[config.mk]
export PLATFORM = sky130hd
export DESIGN_NAME = imem_responder_flat
export DESIGN_NICKNAME = d
export VERILOG_FILES = /design/src/rtl/imem_pkg.sv /design/src/rtl/imem_responder_if.sv /design/src/rtl/imem_responder_array.sv /design/src/rtl/imem_responder.sv /design/src/flat_wrapper.sv
export SDC_FILE = /design/constraint.sdc
export NUM_CORES = 2
export LEC_CHECK = 0
export CORE_UTILIZATION = 55
export DETAILED_ROUTE_END_ITERATION = 12
export PLACE_DENSITY = 0.69
export SYNTH_ARGS = -nofsm -noshare
export SYNTH_HDL_FRONTEND = slang
export SYNTH_HIERARCHICAL = 1
export SYNTH_SLANG_ARGS = --single-unit
[constraint.sdc]
create_clock -name clk -period 6.4 [get_ports clk]
set_input_delay 0.96 -clock clk [delete_from_list [all_inputs] [get_ports clk]]
set_output_delay 0.96 -clock clk [all_outputs]
set_load 0.01 [all_outputs]
[src/rtl/imem_pkg.sv]
// Shared defaults, FSM state encoding and counter-width helper for the
// instruction-memory responder slice.
package imem_pkg;

   localparam int unsigned DATA_W_DEF = 20;
   localparam int unsigned ADDR_W_DEF = 8;

   typedef enum logic [1:0] {
      IDLE = 2'd0,
      BUSY = 2'd1,
      READ = 2'd2,
      RESP = 2'd3
   } state_e;

   // Ceiling log2, never below 1 so a counter always has at least one bit.
   function automatic int unsigned clog2(input int unsigned v);
      int unsigned r;
      r = 0;
      while ((64'd1 << r) < 64'(v)) r++;
      return (r == 0) ? 1 : r;
   endfunction

endpackage

[src/rtl/imem_responder_if.sv]
// Fetch request/response, flush and loader-write signals between the fetch
// unit (master) and the instruction-memory responder (slave).
interface imem_responder_if import imem_pkg::*; #(
   parameter int unsigned ADDR_W = ADDR_W_DEF,
   parameter int unsigned DATA_W = DATA_W_DEF
) ();

   logic              req_valid;
   logic              req_ready;
   logic [ADDR_W-1:0] req_addr;
   logic              rsp_valid;
   logic              rsp_ready;
   logic [DATA_W-1:0] rsp_data;
   logic              rsp_err;
   logic              flush;
   logic              wr_en;
   logic [ADDR_W-1:0] wr_addr;
   logic [DATA_W-1:0] wr_data;

   modport master (
      output req_valid, req_addr, rsp_ready, flush, wr_en, wr_addr, wr_data,
      input  req_ready, rsp_valid, rsp_data, rsp_err
   );

   modport slave (
      input  req_valid, req_addr, rsp_ready, flush, wr_en, wr_addr, wr_data,
      output req_ready, rsp_valid, rsp_data, rsp_err
   );

endinterface

[src/rtl/imem_responder_array.sv]
// DEPTH x DATA_W instruction storage: synchronous write, registered
// read-before-write read port, no reset.
module imem_array import imem_pkg::*; #(
   parameter int unsigned DATA_W = DATA_W_DEF,
   parameter int unsigned ADDR_W = ADDR_W_DEF,
   parameter int unsigned DEPTH  = 200
) (
   input  logic              clk,
   input  logic              wr_en,
   input  logic [ADDR_W-1:0] wr_addr,
   input  logic [DATA_W-1:0] wr_data,
   input  logic              rd_en,
   input  logic [ADDR_W-1:0] rd_addr,
   output logic [DATA_W-1:0] rd_data
);

   logic [DATA_W-1:0] mem_q [DEPTH];
   logic [DATA_W-1:0] rd_data_q;

   // Both updates are non-blocking, so a same-edge write is not seen by the read.
   always_ff @(posedge clk) begin
      if (wr_en && (32'(wr_addr) < DEPTH)) begin
         mem_q[wr_addr] <= wr_data;
      end
      if (rd_en) begin
         rd_data_q <= mem_q[rd_addr];
      end
   end

   assign rd_data = rd_data_q;

endmodule

[src/rtl/imem_responder.sv]
// Instruction-memory responder: one outstanding fetch, fixed LATENCY edges
// from accept to rsp_valid, response held until taken, flushable.
module imem_responder import imem_pkg::*; #(
   parameter int unsigned DATA_W  = DATA_W_DEF,
   parameter int unsigned ADDR_W  = ADDR_W_DEF,
   parameter int unsigned DEPTH   = 200,
   parameter int unsigned LATENCY = 2
) (
   input  logic             clk,
   input  logic             reset,
   imem_responder_if.slave  bus
);

   localparam int unsigned CNT_W    = clog2(LATENCY);
   localparam int unsigned CNT_LOAD = (LATENCY > 1) ? (LATENCY - 2) : 0;

   localparam logic [1:0] S_IDLE = IDLE;
   localparam logic [1:0] S_BUSY = BUSY;
   localparam logic [1:0] S_READ = READ;
   localparam logic [1:0] S_RESP = RESP;

   logic [1:0]        state_q, state_d;
   logic [CNT_W-1:0]  cnt_q, cnt_d;
   logic [ADDR_W-1:0] addr_q, addr_d;
   logic              rsp_valid_q, rsp_valid_d;
   logic              rsp_err_q, rsp_err_d;
   logic              rd_ok_q, rd_ok_d;
   logic              req_ready;
   logic              rd_en;
   logic              in_range;
   logic [DATA_W-1:0] rd_data;

   assign in_range = (32'(addr_q) < DEPTH);

   always_comb begin
      state_d     = state_q;
      cnt_d       = cnt_q;
      addr_d      = addr_q;
      rsp_valid_d = rsp_valid_q;
      rsp_err_d   = rsp_err_q;
      rd_ok_d     = rd_ok_q;
      req_ready   = 1'b0;
      rd_en       = 1'b0;

      case (state_q)
         S_IDLE: begin
            req_ready = !bus.flush;
            if (bus.req_valid && req_ready) begin
               addr_d = bus.req_addr;
               if (LATENCY == 1) begin
                  state_d = S_READ;
               end else begin
                  state_d = S_BUSY;
                  cnt_d   = CNT_W'(CNT_LOAD);
               end
            end
         end
         S_BUSY: begin
            if (bus.flush) begin
               state_d = S_IDLE;
            end else if (cnt_q == '0) begin
               state_d = S_READ;
            end else begin
               cnt_d = cnt_q - CNT_W'(1);
            end
         end
         // READ is the last latency cycle: the array registers the word on its exit edge.
         S_READ: begin
            if (bus.flush) begin
               state_d = S_IDLE;
            end else begin
               rd_en       = in_range;
               rd_ok_d     = in_range;
               rsp_err_d   = !in_range;
               rsp_valid_d = 1'b1;
               state_d     = S_RESP;
            end
         end
         default: begin
            if (bus.flush || bus.rsp_ready) begin
               rsp_valid_d = 1'b0;
               rsp_err_d   = 1'b0;
               state_d     = S_IDLE;
            end
         end
      endcase

      if (bus.flush && (state_q != S_IDLE)) begin
         rsp_valid_d = 1'b0;
         rsp_err_d   = 1'b0;
      end
   end

   always_ff @(posedge clk or negedge reset) begin
      if (!reset) begin
         state_q     <= S_IDLE;
         cnt_q       <= '0;
         addr_q      <= '0;
         rsp_valid_q <= 1'b0;
         rsp_err_q   <= 1'b0;
         rd_ok_q     <= 1'b0;
      end else begin
         state_q     <= state_d;
         cnt_q       <= cnt_d;
         addr_q      <= addr_d;
         rsp_valid_q <= rsp_valid_d;
         rsp_err_q   <= rsp_err_d;
         rd_ok_q     <= rd_ok_d;
      end
   end

   imem_array #(
      .DATA_W (DATA_W),
      .ADDR_W (ADDR_W),
      .DEPTH  (DEPTH)
   ) u_array (
      .clk     (clk),
      .wr_en   (bus.wr_en),
      .wr_addr (bus.wr_addr),
      .wr_data (bus.wr_data),
      .rd_en   (rd_en),
      .rd_addr (addr_q),
      .rd_data (rd_data)
   );

   // The array read register has no reset; rd_ok_q forces rsp_data to 0 after
   // reset and for out-of-range fetches.
   assign bus.rsp_data  = rd_ok_q ? rd_data : '0;
   assign bus.rsp_valid = rsp_valid_q;
   assign bus.rsp_err   = rsp_err_q;
   assign bus.req_ready = req_ready;

endmodule
[src/flat_wrapper.sv]
// flat-port wrapper written by rule: the top's interface ports become plain ports
module imem_responder_flat import imem_pkg::*;
#(
   parameter int unsigned DATA_W  = DATA_W_DEF,
   parameter int unsigned ADDR_W  = ADDR_W_DEF,
   parameter int unsigned DEPTH   = 200,
   parameter int unsigned LATENCY = 2
)
  (clk, reset, bus_req_valid, bus_req_addr, bus_rsp_ready, bus_flush, bus_wr_en, bus_wr_addr, bus_wr_data, bus_req_ready, bus_rsp_valid, bus_rsp_data, bus_rsp_err);
  imem_responder_if #(.ADDR_W(ADDR_W), .DATA_W(DATA_W)) bus_i ();
  input  logic clk;
  input  logic reset;
  input wire logic [$bits(bus_i.req_valid)-1:0] bus_req_valid;
  input wire logic [$bits(bus_i.req_addr)-1:0] bus_req_addr;
  input wire logic [$bits(bus_i.rsp_ready)-1:0] bus_rsp_ready;
  input wire logic [$bits(bus_i.flush)-1:0] bus_flush;
  input wire logic [$bits(bus_i.wr_en)-1:0] bus_wr_en;
  input wire logic [$bits(bus_i.wr_addr)-1:0] bus_wr_addr;
  input wire logic [$bits(bus_i.wr_data)-1:0] bus_wr_data;
  output wire logic [$bits(bus_i.req_ready)-1:0] bus_req_ready;
  output wire logic [$bits(bus_i.rsp_valid)-1:0] bus_rsp_valid;
  output wire logic [$bits(bus_i.rsp_data)-1:0] bus_rsp_data;
  output wire logic [$bits(bus_i.rsp_err)-1:0] bus_rsp_err;
  assign bus_i.req_valid = bus_req_valid;
  assign bus_i.req_addr = bus_req_addr;
  assign bus_i.rsp_ready = bus_rsp_ready;
  assign bus_i.flush = bus_flush;
  assign bus_i.wr_en = bus_wr_en;
  assign bus_i.wr_addr = bus_wr_addr;
  assign bus_i.wr_data = bus_wr_data;
  assign bus_req_ready = bus_i.req_ready;
  assign bus_rsp_valid = bus_i.rsp_valid;
  assign bus_rsp_data = bus_i.rsp_data;
  assign bus_rsp_err = bus_i.rsp_err;
  imem_responder #(.DATA_W(DATA_W), .ADDR_W(ADDR_W), .DEPTH(DEPTH), .LATENCY(LATENCY)) u_core (.clk(clk), .reset(reset), .bus(bus_i));
endmodule
## After elaboration in Yosys (flattened, before gate mapping)

Memory sizes are Yosys's and may differ from the RTL's. A register that Yosys moved wholly into a read port is not among the register bits.
Index checks and enable logic that the tools add are counted.

| word-level totals | value |
|---|---|
| register bits after elaboration | 14 |
| memory bits (writable) | 4000 |
| input bits | 42 |
| logic and storage cells | 58 |
| memories | 1 |

| cells by class | value |
|---|---|
| add/subtract/negate cells | 1 |
| magnitude comparators | 2 |
| equality and inequality tests | 7 |
| multiplexer cells | 23 |
| bitwise gates (word level) | 1 |
| reduce and logical (&&, ||, !) cells | 17 |

Memory list:

| name | words | width | read ports | clocked after memory_dff | write ports | line | RTL |
|---|---|---|---|---|---|---|---|
| u_core.u_array.mem_q | 200 | 20 | 1 | 1 | 1 | imem_responder_array.sv:17 | `logic [DATA_W-1:0] mem_q [DEPTH];` |

Operators with widths:

| cell | count |
|---|---|
| 2-to-1 mux 20 bit | 1 |
| less-than comparator 8 bit, second input constant | 2 |
| 2-to-1 mux 1 bit | 13 |
| 2-to-1 mux 2 bit | 5 |
| AND reduction 3 bit | 3 |
| case mux 1 bit (2 select lines) | 3 |
| case mux 2 bit (3 select lines) | 1 |
| inequality test 2 x 1 -> 1 bit, second input constant | 2 |
| AND reduction 2 bit | 2 |
| nonzero test 2 bit | 2 |
| nonzero test 4 bit | 1 |
| logical AND 1 bit | 3 |
| inequality test 3 x 2 -> 1 bit, second input constant | 1 |
| inequality test 3 bit, second input constant | 1 |
| nonzero test 3 bit | 1 |
| equality test 2 x 1 -> 1 bit, second input constant | 1 |
| equality test 2 bit, second input constant | 1 |
| zero test 1 bit | 2 |
| zero test 2 bit | 1 |
| inequality test 2 bit, second input constant | 1 |
| OR reduction 2 bit | 1 |
| logical OR 1 bit | 1 |
| NOT 1 bit | 1 |
| subtractor 1 bit, second input constant | 1 |

## Logic depth before layout (Yosys ltp)

| depth | value |
|---|---|
| depth in word-level cells | 5 |
| mapped depth | 12 |
| depth with buffers taken out | 6 |

## Hierarchy

Netlist, hierarchy kept.

By module, submodules not included:

| module | instances | cells each | area an instance (um2) | seq. area each (um2) |
|---|---|---|---|---|
| imem_array | 1 | 7014 | 154919.8 | 120715.8 |
| imem_responder | 1 | 68 | 706.9 | 325.3 |

## Least setup slack after synthesis

Ideal clock, no wire load.

| timing path | value |
|---|---|
| path kind | input -> register |
| start | input bus_wr_addr[3] |
| end | memory u_core/u_array/mem_q[49][0] (netlist name) (enable) |
| setup time | 397 ps |
| data arrival time | 3021 ps |
| slack | 2983 ps |
| cell stages on the path | 6 |
| cells stage by stage | o311ai_0 > nand2_1 > nor3b_1 > nand2_1 > clkbuf_1 > nor2_1 |

| between the ends | value |
|---|---|
| longest elaborated chain between the ends | 4 |

RTL lines:

| element | line | RTL |
|---|---|---|
| start, declared | flat_wrapper.sv:18 | `input wire logic [$bits(bus_i.wr_addr)-1:0] bus_wr_addr;` |
| less-than comparator 8 bit | imem_responder_array.sv:22 | `if (wr_en && (32'(wr_addr) < DEPTH)) begin` |
| logical AND 1 bit | imem_responder_array.sv:22 |  |
| 2-to-1 mux 1 bit | imem_responder_array.sv:22 |  |
| 2-to-1 mux 1 bit (not written as such) | imem_responder_array.sv:23 | `mem_q[wr_addr] <= wr_data;` |
| end, declared | imem_responder_array.sv:17 |  |

Parallel ways exist; a longest one is shown, timed or not.

## Final worst setup path

| timing path | value |
|---|---|
| start | register u_core.addr_q[0] |
| end | register u_core.u_array.rd_data_q[18] (netlist: u_core/u_array/rd_data[18]), read port of u_core.u_array.mem_q (data pin) |

| between the ends | value |
|---|---|
| longest elaborated chain between the ends | 3 |

RTL lines:

| element | line | RTL |
|---|---|---|
| start, declared | imem_responder.sv:24 | `logic [ADDR_W-1:0] addr_q, addr_d;` |
| start signal, assigned | imem_responder.sv:105 | `addr_q <= addr_d;` |
| less-than comparator 8 bit | imem_responder.sv:33 | `assign in_range = (32'(addr_q) < DEPTH);` |
| 2-to-1 mux 1 bit | imem_responder.sv:69 | `if (bus.flush) begin` |
| 2-to-1 mux 1 bit | imem_responder.sv:45 | `case (state_q)` |
| end, declared | imem_responder_array.sv:18 | `logic [DATA_W-1:0] rd_data_q;` |

Parallel ways exist; a longest one is shown, timed or not.
A chain may end at the register's enable or synchronous reset.

==> results.yml <==
outcome:
  status: "finished, final reports clean"
global_route:
  grt_max_degree: 149
  grt_pass1_vias: 74600
  met1_usage: 0.383
  use_met3: 0.0478
  antenna_found_initial: 18
  grt_busiest_layer: "met2"
  grt_usage: 0.272
  gr-total-overflow: 0
  grtUsageMet2: 0.432
  grt_first_pass_wirelength_um: 551000
min_path:
  hold_path_class: "primary input to asynchronous set/reset pin"
layout:
  drive_gt1_frac: 0.261
  nFillCells: 18500
  final_nets: 7502
  final_core_util: 0.623
  final_cell_area_um2: 175000
  stdcell_count: 11500
  synthToLayoutAreaGrowth_pct: 12.3
route:
  totalWireLength_um: 386000
  postRouteAntennaNets: 0
  via_per_inst: 6.58
  wire_per_inst_um: 33.6
  vias: 75800
  drc: 0
  first_pass_iters: 6
  drt_iter0_drc: 9739
timing:
  whs_ns: 0.412
  drv_slew: 0
  rsz0062_at_grt: "no"
  fin_setup_tns_ns: 0
  clock_skew_ns: 0.0757
  period_needed_ns: 4.49
  fin_crit_sh: 0.702
  hold_violations: 0
  finalSetupViolCount: 0
  slew_headroom: 0.0743
  clock.fmax_mhz: 223
  fin_ws_ns: 1.91
  worstMarginPinSlew_ns: 1.39
cts:
  holdBufCountCts: 0
  cts_max_level: 5
  numCtsBuffers: 399
  cts_root_buffer: "clkbuf_16"
  clkLatencyLatePin_ns: 0.93
  cts.sink_count: 4033
  cts_tree: "built"
  post_cts_resize_count: 0
  clkTransAtPathRegs_ns: 0.06
  post_cts_buffers: 0
  clock_path_buffers: 4
critical_path:
  path_class: "flip-flop to flip-flop"
  worst-path-max-fanout: 39
  critPathRequiredTime_ns: 7.00
  cp-start-kind: "flip-flop"
  reg2reg_slack_ns: 1.91
  worstPathArrival_ns: 5.09
  end_kind: "flip-flop"
placement:
  pre_cts_ws_ns: 1.07
  gp_congestion: 0.870
  placed_area_um2: 162000
  dp_hpwl_um: 227000
  portBuffers: 64
  dp_cells: 10800
yosys:
  ys.flop_type: "edfxtp_1"
  netlist_top_cells_area: "edfxtp_1, mux4_2, mux2i_1"
  yosysMostFrequentCell: "edfxtp_1"
  synth_cell_types: 51
  syn-cell-area_um2: 156000
  synth-seq-cells: 4033
  yosys_warnings: 6
  postSynthCellCount: 7082
  synth_top_area_cell: "edfxtp_1"
  synth-async-reset-ratio: 0.00322
  syn-num-nets: 7124
  synth_top_area_frac: 0.776
  avgSynthCellArea_um2: 22.0
  synth_common_cells: "edfxtp_1, mux4_2, mux2i_1, nor2_1, o221ai_1"
  synth_edf_count: 4020
  yosysSeqAreaShare: 0.778
power:
  power_density_nw_per_um2: 360
  power_mw: 62.9
  p_switching_mw: 16.3
  seqPwrFrac: 0.466
  ir_drop_v: 0.000251
  sw_frac_of_total: 0.259
  p_comb_frac: 0.167
  p_clk_frac: 0.367
  leakagePower_nw: 55.0
  internal-power_mw: 46.7
floorplan:
  die_x_um: 534
  initial_core_util: 0.555
  core.rowCount: 194
  core_area_um2: 280000
  dieHeight_um: 534
  dieArea_um2: 285000
  pin_count: 65
run:
  cap_violations: 0
-- worst max-delay path, stage by stage, from the launching register on --
cell and delay (ns):
dfrtp_4 0.94, buf_12 0.28, buf_12 0.27, buf_4 0.62, mux2i_1 0.28, o221ai_1 0.18, a21oi_1 0.49, o31ai_1 0.14
nor3_1 0.63, nor4b_2 0.23
-- cell families after synthesis --
kind of cell           share of synthesized area
DFF                                        0.778
buffers and inverters                     0.0174
and+or+nand+nor                           0.0143
muxes                                      0.159
AOI/OAI and AO/OA                         0.0318
-- sequential cells by signal, summed over array words and instances (netlist names) --
| register | count |
|---|---|
| u_core/u_array/mem_q | 4000 |
| u_core/u_array/rd_data | 20 |
| u_core/state_q | 2 |
| u_core/addr_q | 8 |
| u_core/rd_ok_q | 1 |
| u_core/bus.rsp_err | 1 |
| u_core/bus.rsp_valid | 1 |
-- power groups by stage --
stage,Clock [mW],Sequential (mW),Combinational [mW]
floorplan,0,29.7,6.93
global placement,0,29.9,10.4
detailed placement,0,29.9,10.5
CTS,23.4,29.3,10.6
global route,24.3,29.3,11.0
finish,23.1,29.3,10.5
-- per-layer routing --
| layer | share of wire | up-vias |
|---|---|---|
| met5 | 0.00019 | - |
| met4 | 0.039 | 12 |
| met3 | 0.093 | 593 |
| met2 | 0.48 | 4033 |
| met1 | 0.38 | 40300 |
| li1 | - | 30900 |
-- path summary, 6_finish.rpt --
kind / startpoint / cells past startpoint / end
setup / recovery: u_core/addr_q[0]$_DFFE_PN0P_ / 9 / u_core/u_array/rd_data[18]$_DFFE_PP_
hold / removal: reset / 1 / u_core/rd_ok_q$_DFFE_PN0P_
setup reg to reg: u_core/addr_q[0]$_DFFE_PN0P_ / 9 / u_core/u_array/rd_data[18]$_DFFE_PP_
hold reg to reg: u_core/bus.rsp_valid$_DFFE_PN0P_ / 2 / u_core/bus.rsp_valid$_DFFE_PN0P_
max in group asynchronous: reset / 1 / u_core/addr_q[4]$_DFFE_PN0P_
min in group clk: bus_wr_data[13] / 1 / u_core/u_array/mem_q[72][13]$_DFFE_PP_
-- placed cells by master (no fill, tap or decap), types with 17 or more instances in the layout --
cell type	synthesis	routed
and2_1	26	26
buf_4	62	297
nor3_1	104	104
mux4_2	820	820
nor2_2	0	195
o21ai_0	53	50
clkinv_1	0	83
edfxtp_1	4020	4020
buf_12	16	35
o221ai_1	248	248
a311oi_1	19	19
o22ai_1	156	156
clkdlybuf4s50_1	0	44
clkbuf_16	0	404
buf_6	45	20
clkinvlp_4	0	17
a21oi_1	127	127
bufinv_16	0	42
clkinv_2	0	70
nor2_1	259	63
mux2_2	41	41
clkbuf_1	187	76
mux2i_1	578	578
nand2_1	82	82
-- cell type report --
cell class	count	area [um2]	area share
timing repair buffer	397	3610	0.0207
tap	3724	4660	0.0267
clock buffer	486	10500	0.0600
antenna	6	15.0	0.0000859
sequential	4033	121000	0.693
inverter	7	36.3	0.000208
multi-input combinational	2622	32500	0.186
clock inverter	239	2390	0.0137
Power figures use the tool's default switching activity.
